File: src/rtl/segment_transition_ctl.sv
// Purpose: segment sequencer for the double-buffered MOD/STM read path (optional GPIO trigger: SEGMENT_TRANSITION_GPIO_EN).
// Latency: UPDATE_SETTINGS to PENDING/ERR 1 cycle; transition condition to SEGMENT/START 1 cycle.
// Backpressure: none; requests are single-cycle pulses, and a newer request replaces a pending one.
module segment_transition_ctl #(
  parameter int CYCLE_WIDTH    = 15,
  parameter int REP_WIDTH      = 16,
  parameter int SYS_TIME_WIDTH = 56
) (
  input  logic                      CLK,
  input  logic                      RST_N,
  input  logic                      UPDATE_SETTINGS,
  input  logic                      REQ_RD_SEGMENT,
  input  logic [CYCLE_WIDTH-1:0]    REQ_CYCLE,
  input  logic [REP_WIDTH-1:0]      REQ_REP,
  input  logic [7:0]                TRANSITION_MODE,
  input  logic [63:0]               TRANSITION_VALUE,
  input  logic [SYS_TIME_WIDTH-1:0] SYS_TIME,
  input  logic [3:0]                GPIO_IN,
  input  logic                      IDX_UPDATE,
  input  logic [CYCLE_WIDTH-1:0]    IDX,
  output logic                      SEGMENT,
  output logic                      START,
  output logic                      STOP,
  output logic                      PENDING,
  output logic                      ERR
);

  localparam logic [7:0] MODE_SYNC_IDX = 8'h00;
  localparam logic [7:0] MODE_SYS_TIME = 8'h01;
  localparam logic [7:0] MODE_GPIO     = 8'h02;
  localparam logic [7:0] MODE_EXT      = 8'hF0;
  localparam logic [REP_WIDTH-1:0] REP_INF = '1;

  typedef enum logic {ST_RUN, ST_WAIT} state_t;

  state_t                    state_q, state_d;
  logic                      seg_q, seg_d;
  logic                      start_q, start_d;
  logic                      stop_q, stop_d;
  logic                      pending_q, pending_d;
  logic                      err_q, err_d;
  logic                      alt_q, alt_d;
  logic [CYCLE_WIDTH-1:0]    act_cycle_q, act_cycle_d;
  logic [REP_WIDTH-1:0]      act_rep_q, act_rep_d;
  logic [REP_WIDTH-1:0]      cnt_q, cnt_d;
  logic                      req_seg_q, req_seg_d;
  logic [CYCLE_WIDTH-1:0]    req_cycle_q, req_cycle_d;
  logic [REP_WIDTH-1:0]      req_rep_q, req_rep_d;
  logic [7:0]                req_mode_q, req_mode_d;
  logic [SYS_TIME_WIDTH-1:0] req_value_q, req_value_d;

  logic mode_ok;
  logic loop_end;
  logic switch_cond;
  logic unused_ok;

  // The active segment wraps when the sampler lands on its last index
  assign loop_end = IDX_UPDATE && (IDX == act_cycle_q);

`ifdef SEGMENT_TRANSITION_GPIO_EN
  logic [3:0] gpio_q, gpio_qq;
  logic       gpio_rise;

  // GPIO_IN is registered once; edges are taken between the registered copy and its previous value
  always_ff @(posedge CLK) begin
    if (!RST_N) begin
      gpio_q  <= '0;
      gpio_qq <= '0;
    end else begin
      gpio_q  <= GPIO_IN;
      gpio_qq <= gpio_q;
    end
  end

  assign gpio_rise = gpio_q[req_value_q[1:0]] & ~gpio_qq[req_value_q[1:0]];
  assign unused_ok = ^TRANSITION_VALUE[63:SYS_TIME_WIDTH];
`else
  assign unused_ok = ^{TRANSITION_VALUE[63:SYS_TIME_WIDTH], GPIO_IN};
`endif

  // Classify the incoming request mode
  always_comb begin
    mode_ok = 1'b0;
    case (TRANSITION_MODE)
      MODE_SYNC_IDX, MODE_SYS_TIME, MODE_EXT: mode_ok = 1'b1;
`ifdef SEGMENT_TRANSITION_GPIO_EN
      MODE_GPIO: mode_ok = 1'b1;
`endif
      default: mode_ok = 1'b0;
    endcase
  end

  // Transition condition of the pending request
  always_comb begin
    switch_cond = 1'b0;
    case (req_mode_q)
      MODE_SYNC_IDX, MODE_EXT: switch_cond = loop_end;
      MODE_SYS_TIME:           switch_cond = (SYS_TIME >= req_value_q);
`ifdef SEGMENT_TRANSITION_GPIO_EN
      MODE_GPIO:               switch_cond = gpio_rise;
`endif
      default:                 switch_cond = 1'b0;
    endcase
  end

  // Next-state: new requests take priority over a switch, a switch over loop counting
  always_comb begin
    state_d     = state_q;
    seg_d       = seg_q;
    start_d     = 1'b0;
    stop_d      = stop_q;
    pending_d   = pending_q;
    err_d       = err_q;
    alt_d       = alt_q;
    act_cycle_d = act_cycle_q;
    act_rep_d   = act_rep_q;
    cnt_d       = cnt_q;
    req_seg_d   = req_seg_q;
    req_cycle_d = req_cycle_q;
    req_rep_d   = req_rep_q;
    req_mode_d  = req_mode_q;
    req_value_d = req_value_q;

    if (UPDATE_SETTINGS) begin
      err_d = ~mode_ok;
      alt_d = 1'b0;
      if (mode_ok) begin
        if (REQ_RD_SEGMENT == seg_q) begin
          // Same segment: restart it in place with the new bounds
          act_cycle_d = REQ_CYCLE;
          act_rep_d   = REQ_REP;
          cnt_d       = '0;
          stop_d      = 1'b0;
          start_d     = 1'b1;
          alt_d       = (TRANSITION_MODE == MODE_EXT);
          pending_d   = 1'b0;
          state_d     = ST_RUN;
        end else begin
          req_seg_d   = REQ_RD_SEGMENT;
          req_cycle_d = REQ_CYCLE;
          req_rep_d   = REQ_REP;
          req_mode_d  = TRANSITION_MODE;
          req_value_d = TRANSITION_VALUE[SYS_TIME_WIDTH-1:0];
          pending_d   = 1'b1;
          state_d     = ST_WAIT;
        end
      end
    end else if (state_q == ST_WAIT) begin
      if (switch_cond) begin
        seg_d       = req_seg_q;
        start_d     = 1'b1;
        pending_d   = 1'b0;
        stop_d      = 1'b0;
        cnt_d       = '0;
        act_cycle_d = req_cycle_q;
        act_rep_d   = req_rep_q;
        alt_d       = (req_mode_q == MODE_EXT);
        state_d     = ST_RUN;
      end
    end else if (loop_end) begin
      if ((act_rep_q != REP_INF) && (cnt_q == act_rep_q)) begin
        if (alt_q) begin
          // Auto-alternate flips segments instead of stopping; both share the latched bounds
          seg_d   = ~seg_q;
          start_d = 1'b1;
          cnt_d   = '0;
        end else begin
          stop_d = 1'b1;
        end
      end else if (cnt_q != REP_INF) begin
        cnt_d = cnt_q + 1'b1;
      end
    end
  end

  // State and datapath registers
  always_ff @(posedge CLK) begin
    if (!RST_N) begin
      state_q     <= ST_RUN;
      seg_q       <= 1'b0;
      start_q     <= 1'b0;
      stop_q      <= 1'b0;
      pending_q   <= 1'b0;
      err_q       <= 1'b0;
      alt_q       <= 1'b0;
      act_cycle_q <= '0;
      act_rep_q   <= REP_INF;
      cnt_q       <= '0;
      req_seg_q   <= 1'b0;
      req_cycle_q <= '0;
      req_rep_q   <= '0;
      req_mode_q  <= MODE_SYNC_IDX;
      req_value_q <= '0;
    end else begin
      state_q     <= state_d;
      seg_q       <= seg_d;
      start_q     <= start_d;
      stop_q      <= stop_d;
      pending_q   <= pending_d;
      err_q       <= err_d;
      alt_q       <= alt_d;
      act_cycle_q <= act_cycle_d;
      act_rep_q   <= act_rep_d;
      cnt_q       <= cnt_d;
      req_seg_q   <= req_seg_d;
      req_cycle_q <= req_cycle_d;
      req_rep_q   <= req_rep_d;
      req_mode_q  <= req_mode_d;
      req_value_q <= req_value_d;
    end
  end

  assign SEGMENT = seg_q;
  assign START   = start_q;
  assign STOP    = stop_q;
  assign PENDING = pending_q;
  assign ERR     = err_q;

endmodule

File: config.mk
export PLATFORM = sky130hd
export DESIGN_NAME = segment_transition_ctl
export DESIGN_NICKNAME = d
export VERILOG_FILES = /design/src/rtl/segment_transition_ctl.sv
export SDC_FILE = /design/constraint.sdc
export NUM_CORES = 1
export LEC_CHECK = 0
export CAP_MARGIN = 20
export CORE_UTILIZATION = 25
export CTS_BUF_LIST = sky130_fd_sc_hd__clkbuf_16
export DETAILED_ROUTE_END_ITERATION = 12
export GPL_TIMING_DRIVEN = 0
export SLEW_MARGIN = 15
export SYNTH_ARGS = -nofsm -noshare
export SYNTH_HDL_FRONTEND = slang
export SYNTH_SLANG_ARGS = --single-unit
File: constraint.sdc
create_clock -name CLK -period 2.85 [get_ports CLK]
set_input_delay 0.57 -clock CLK [delete_from_list [all_inputs] [get_ports CLK]]
set_output_delay 0.57 -clock CLK [all_outputs]
set_load 0.1 [all_outputs]
# Yosys cells after proc, flatten, opt, wreduce, memory -nomap -nowiden
# Index checks and enable logic that the tools add are counted.
[op_classes] magnitude_cmp=1 n_bitwise=4 n_mux=54 eq_ne=15 reduce_logical=21 addsub=1
[op_table] operator="2-to-1 mux 16 bit" count=14
[op_table] operator="2-to-1 mux 15 bit" count=5
[op_table] operator=">= comparator 56 bit" count=1
[op_table] operator="2-to-1 mux 1 bit" count=34
[op_table] operator="!= test 16 bit (second input constant)" count=2
[op_table] operator="adder 16 x 1 -> 16 bit (second input constant)" count=1
[op_table] operator="equality test 16 bit" count=1
[op_table] operator="equality test 8 x 1 -> 1 bit (second input constant)" count=2
[op_table] operator="equality test 8 bit (second input constant)" count=2
[op_table] operator="zero test 8 bit" count=2
[op_table] operator="equality test 15 bit" count=1
[op_table] operator="AND reduction 6 bit" count=2
[op_table] operator="nonzero test 2 bit" count=5
[op_table] operator="!= test 2 x 1 -> 1 bit (second input constant)" count=3
[op_table] operator="AND reduction 3 bit" count=2
[op_table] operator="nonzero test 3 bit" count=2
[op_table] operator="AND reduction 5 bit" count=1
[op_table] operator="!= test 4 bit (second input constant)" count=1
[op_table] operator="inverter 1 bit" count=4
[op_table] operator="AND reduction 4 bit" count=1
[op_table] operator="nonzero test 4 bit" count=1
[op_table] operator="!= test 3 x 2 -> 1 bit (second input constant)" count=1
[op_table] operator="!= test 3 bit (second input constant)" count=1
[op_table] operator="OR reduction 3 bit" count=1
[op_table] operator="other kinds (5)" count=6
[word_totals] in_bits=183 output_inout_bits=5 elab_cells=111 regBits=150

# Longest topological paths before layout
[depth] depth_word=6 ltp_mapped=12 ltp_nobuf=11

# Least setup slack after synthesis
# OpenSTA, ideal clock, no wires.
[synth_path] path_type="input to register" from="in SYS_TIME[22]" to="reg act_cycle_q[10]" arrival_ns=2.671 cell_stages=11 path_buffers=1 required_ns=2.722 setup_slack_ns=0.052 setup_ns=0.128 cell_sequence="ha_1 -> a21oi_1 -> nand2_1 -> a22o_1 -> or4_1 -> o21ai_1 -> a21oi_1 -> o31ai_4 -> buf_4 -> mux2i_1 -> nor2_1"
[synth_between] elab_chain_len=4
[synth_lines] item="start, declared" line_no="17" source="input logic [SYS_TIME_WIDTH-1:0] SYS_TIME,"
[synth_lines] item=">= comparator 56 bit" line_no="98" source="MODE_SYS_TIME: switch_cond = (SYS_TIME >= req_value_q);"
[synth_lines] item="one-hot mux 1 bit (2 select lines)" line_no="96" source="case (req_mode_q)"
[synth_lines] item="nonzero test 2 bit (no line)"
[synth_lines] item="AND reduction 4 bit (no line)"
[synth_lines] item="end signal, assigned" line_no="202" source="act_cycle_q <= act_cycle_d;"
[synth_lines] item="end, declared" line_no="43" source="logic [CYCLE_WIDTH-1:0] act_cycle_q, act_cycle_d;"
# No other way between the ends.
# A chain may end at the register's enable or synchronous reset.

# Worst setup path after layout
[layout_path] from="in SYS_TIME[29]" to="reg act_rep_q[7]"
[layout_between] elab_chain_len=4
[layout_lines] item=">= comparator 56 bit" line_no="98"
[layout_lines] item="one-hot mux 1 bit (2 select lines)" line_no="96"
[layout_lines] item="nonzero test 2 bit (no line)"
[layout_lines] item="AND reduction 4 bit (no line)"
[layout_lines] item="end signal, assigned" line_no="203" source="act_rep_q <= act_rep_d;"
[layout_lines] item="end, declared" line_no="44" source="logic [REP_WIDTH-1:0] act_rep_q, act_rep_d;"
# No other way between the ends.

==> summary.md <==
### Outcome
• completed — result of the run

### GRT
• 7353 — number of global-route vias before repair
• 2 — antenna violations before repair
• 15.6% — GRT Resource Usage Total
• 0 — total gr overflow
• 38300 um — wire length of the first global-routing pass
• 26.6% — met2 demand-to-capacity share in global routing
• 2.94% — met3 layer usage reported by global route
• met2 — gr busiest metal
• 20.1% — routing usage on met1
• 17 — pin count of the biggest net entering global routing

### Clock network
• 150 — number of clock sinks
• done — clock tree from TritonCTS
• 0 — CTS Hold Bufs
• 2 — number of buffers between clock root and the deepest sink
• 0.42 ns — worst skew pair latency
• 4 — number of levels the H-tree was split into
• 17 — clock buffers created by TritonCTS
• 0.07 ns — clock edge transition at the registers on the reported setup and hold paths
• sky130_fd_sc_hd__clkbuf_16 — CTS Root Buffer Type

### Worst hold path
• req_value_q[18] — critical hold path startpoint
• req_value_q[18] — capture endpoint of the worst hold path
• 2 — number of cells on the worst hold path
• reg2reg — path category of the worst min-delay check

### Drt
• 334 — number of design-rule violations left by the first detailed-router iteration
• 0 — post-route DRC violation count
• 4 — router iterations before antenna repair
• 7424 — count of vias placed by the detailed router
• 0 — remaining number of nets flagged by the antenna check after routing
• 4.64 — ratio of routed vias to standard cells
• 24600 um — total wire length after detailed routing
• 15.4 um — routed wire length per instance

### Layout
• sky130_fd_sc_hd__nand2_1 — most frequent standard cell in the layout excluding fill and tap cells
• 1599 — final non-filler cell total
• sky130_fd_sc_hd__nand2_1 (234), sky130_fd_sc_hd__clkdlybuf4s50_1 (133), sky130_fd_sc_hd__dfxtp_1 (130), sky130_fd_sc_hd__a21oi_1 (110), sky130_fd_sc_hd__inv_1 (69) — most frequent cells in the layout
• 14.7% — ratio of cells with drive above 1 in the final layout
• 1430 — Final Net Count
• 47.2% — area delta synth->final

### Setup path
• 0.40 ns — largest stage delay on the critical path
• flip-flop — type of element capturing the critical path
• 6 — crit path max fanout
• buffers and inverters — gate family responsible for the most delay along the worst path
• 3.19 ns — data required time at the worst endpoint
• 14 — cells on worst reg2reg path
• act_rep_q[7] — Worst R2R End
• 0.03 ns — Reg2Reg Setup Slack
• 5 — worst path bufs/invs
• in2reg — category of the critical setup timing path
• input port — critical path startpoint category
• req_value_q[30] — reg-to-reg critical path startpoint
• sky130_fd_sc_hd__or3_4 — critical-path cell with the highest stage delay
• 3.19 ns — Critical Path AT
• SYS_TIME[29] — Setup crit start
• dlygate4sd2_1, ha_1, and4_4, nand2_4, or3_4, o21ai_4, a311oi_2, buf_4, a21oi_4, o31ai_4, buf_6, buf_12, clkbuf_16, o211ai_1 — sequence of cells on the critical path

### Pwr
• 1.30 mW — Sw Pwr
• 42.8% — part of the total power dissipated in sequential elements
• 439 nW/um^2 — cell area power density
• 4.25 nW — leakage power
• 3.72 mW — Internal Dissipation
• 0.307 mV — Peak VDD IR
• 43.5% — portion of total power attributed to the clock network
• 26.0% — proportion of total power due to net switching
• 13.6% — combinational fraction of design power

### Timing
• 0.00902 ns — PnR worst setup slack
• 0.352 GHz — fmax
• yes — RSZ-0062 raised after global routing
• 0 — Final Slew Violations
• 34.6% — worst slew margin relative to its limit
• 0.978 ns — slew at the pin closest to its max-slew limit
• 99.7% — final worst-path cycle share
• 0.0101 ns — maximum clock skew at final layout
• 0 — total of endpoints with negative setup slack in the final report
• 0 — hold violation count in the final report
• 2.84 ns — time the final worst path needs with I/O delays and setup

### Yosys
• 0 — number of synthesis warnings
• 975 — synthesized netlist cell count
• sky130_fd_sc_hd__dfxtp_1 (39%), sky130_fd_sc_hd__nand2_1 (11%), sky130_fd_sc_hd__ha_1 (9.2%), sky130_fd_sc_hd__a21oi_1 (7.7%), sky130_fd_sc_hd__mux2i_1 (4.4%) — dominant cells by area after synthesis
• 50 — synth unique cells
• 1215 — net count of the mapped netlist
• sky130_fd_sc_hd__dfxtp_1 — library cell occupying the most area in the post-synthesis netlist
• 7760 um^2 — cell area after synthesis
• 150 — Synth Register Bits
• 38.7% — portion of the post-synthesis area used by sequential elements
• 38.7% — area share of the largest cell type after synthesis
• 7.96 um^2 — Avg Synthesized Cell Area
• 0 — Post-synth EDFFs
• 0% — fraction of registers with async set/reset
• sky130_fd_sc_hd__dfxtp_1 — ys flop type

### Placement
• 175 — Buffers on Ports
• 18500 um — DP Wirelength
• 1546 — # placed instances
• -1.12 ns — Placement Setup Slack
• 0.844 — final estimated routing congestion in global placement

### Die
• 64 — number of rows in the core area
• 178 um — Die Wd
• 31800 um^2 — area enclosed by the die boundary
• 30600 um^2 — core area
• 188 — boundary pin count
• 25.4% — Initial Util
• 178 um — height of the die

### Job
• 0 — number of violations of the max-capacitance limit

-- Yosys cell counts, types with 4 or more instances --
| library cell | instances |
|---|---|
| sky130_fd_sc_hd__dfxtp_1 | 150 |
| sky130_fd_sc_hd__mux2i_1 | 34 |
| sky130_fd_sc_hd__inv_1 | 74 |
| sky130_fd_sc_hd__o21ai_0 | 12 |
| sky130_fd_sc_hd__ha_1 | 57 |
| sky130_fd_sc_hd__o211ai_1 | 17 |
| sky130_fd_sc_hd__a21oi_1 | 120 |
| sky130_fd_sc_hd__a41oi_1 | 11 |
| sky130_fd_sc_hd__clkbuf_1 | 42 |
| sky130_fd_sc_hd__and3_1 | 13 |
| sky130_fd_sc_hd__or3_1 | 4 |
| sky130_fd_sc_hd__a21o_1 | 5 |
| sky130_fd_sc_hd__nand2_1 | 237 |
| sky130_fd_sc_hd__nand3_1 | 12 |
| sky130_fd_sc_hd__buf_2 | 4 |
| sky130_fd_sc_hd__o21ai_1 | 15 |
| sky130_fd_sc_hd__xor2_1 | 17 |
| sky130_fd_sc_hd__nand4_1 | 22 |
| sky130_fd_sc_hd__mux2_2 | 15 |
| sky130_fd_sc_hd__xnor2_1 | 15 |
| sky130_fd_sc_hd__nor3_1 | 16 |
| sky130_fd_sc_hd__nor4_1 | 9 |
| sky130_fd_sc_hd__nor2_1 | 32 |
-- layer usage --
layer  up-vias  routed length (um)  share of wire, %
li1       3780                   -                 -
met1      3476               11300                46
met2       146               11900                48
met3        20                1080               4.4
met4         2                 300               1.2
met5         -                  10             0.041
-- logic make-up after synthesis --
family,count (synthesis),synth area share (%)
xor+xnor,32,3.61
flops,150,38.7
fa+ha+maj,57,9.18
mux,49,6.56
compound gates,202,15.4
simple gates,360,20.2
buf+inv,125,6.35
-- power by group through the flow --
stage	Combinational (mW)	Clock [mW]	Sequential [mW]
2_1_floorplan	0.245	0	2.21
3_3_place_gp	0.605	0	2.20
3_5_place_dp	0.610	0	2.20
4_1_cts	0.645	2.24	2.15
5_1_grt	0.749	2.34	2.15
6_report	0.684	2.19	2.15
-- through the flow --
| step | TNS, ns | area (um^2) | hold WS, ns | utilization [%] | power, mW |
|---|---|---|---|---|---|
| final | 0 | 11400 | 0.452 | 37.4 | 5.02 |
| after global routing | -2.13 | 11400 | 0.473 | 37.3 | 5.24 |
| after CTS | 0 | 10900 | 0.455 | 35.7 | 5.04 |
| after detailed placement | -120.42 | 10000 | 0.446 | 32.7 | 2.81 |
| after global placement | -124.84 | 10000 | 0.439 | 32.7 | 2.80 |
| after floorplan | 0 | 7760 | 0.434 | - | 2.45 |
-- area by class of cell --
cell class / count / area, um^2
diodes: 1 / 2.50
plain buffers: 50 / 259
clock buffers: 17 / 425
clock inverters: 14 / 129
fillers: 3144 / 19200
inverters: 74 / 280
multi-input cells: 700 / 4850
flip-flops and latches: 150 / 3030
well taps: 396 / 495
repair buffers: 197 / 1950
-- state kept, by name, summed over array words and instances (netlist names), 8 cells and up --
register,count
act_cycle_q,15
cnt_q,16
act_rep_q,16
req_value_q,56
req_cycle_q,15
req_rep_q,16
req_mode_q,8
-- worst register-to-register path: stages, from the launching register on --
cell	delay, ns
sky130_fd_sc_hd__dfxtp_2	0.33
sky130_fd_sc_hd__inv_1	0.07
sky130_fd_sc_hd__ha_4	0.29
sky130_fd_sc_hd__and4_4	0.26
sky130_fd_sc_hd__nand2_4	0.07
sky130_fd_sc_hd__or3_4	0.40
sky130_fd_sc_hd__o21ai_4	0.18
sky130_fd_sc_hd__a311oi_2	0.10
sky130_fd_sc_hd__buf_4	0.18
sky130_fd_sc_hd__a21oi_4	0.16
sky130_fd_sc_hd__o31ai_4	0.09
sky130_fd_sc_hd__buf_6	0.18
sky130_fd_sc_hd__buf_12	0.15
sky130_fd_sc_hd__clkbuf_16	0.15
sky130_fd_sc_hd__o211ai_1	0.16
-- worst max-delay path by stage --
stage,depth (start not counted),slack (ns),endpoint
global route,14,-0.08,act_rep_q[6]
detailed placement,12,-1.12,act_cycle_q[9]
CTS,14,0.0002,act_cycle_q[0]
finish,14,0.009,act_rep_q[7]
floorplan,11,0.05,act_cycle_q[10]
global placement,12,-1.08,act_cycle_q[11]
-- what timing repair did --
action	4_1_cts	5_1_grt
pin swaps	49	53
endpoints found under the setup margin	146	120
gates resized for setup	88	95
buffers inserted	11	9
gates cloned	1	1
No activity file was read; power rests on OpenSTA's default activity.
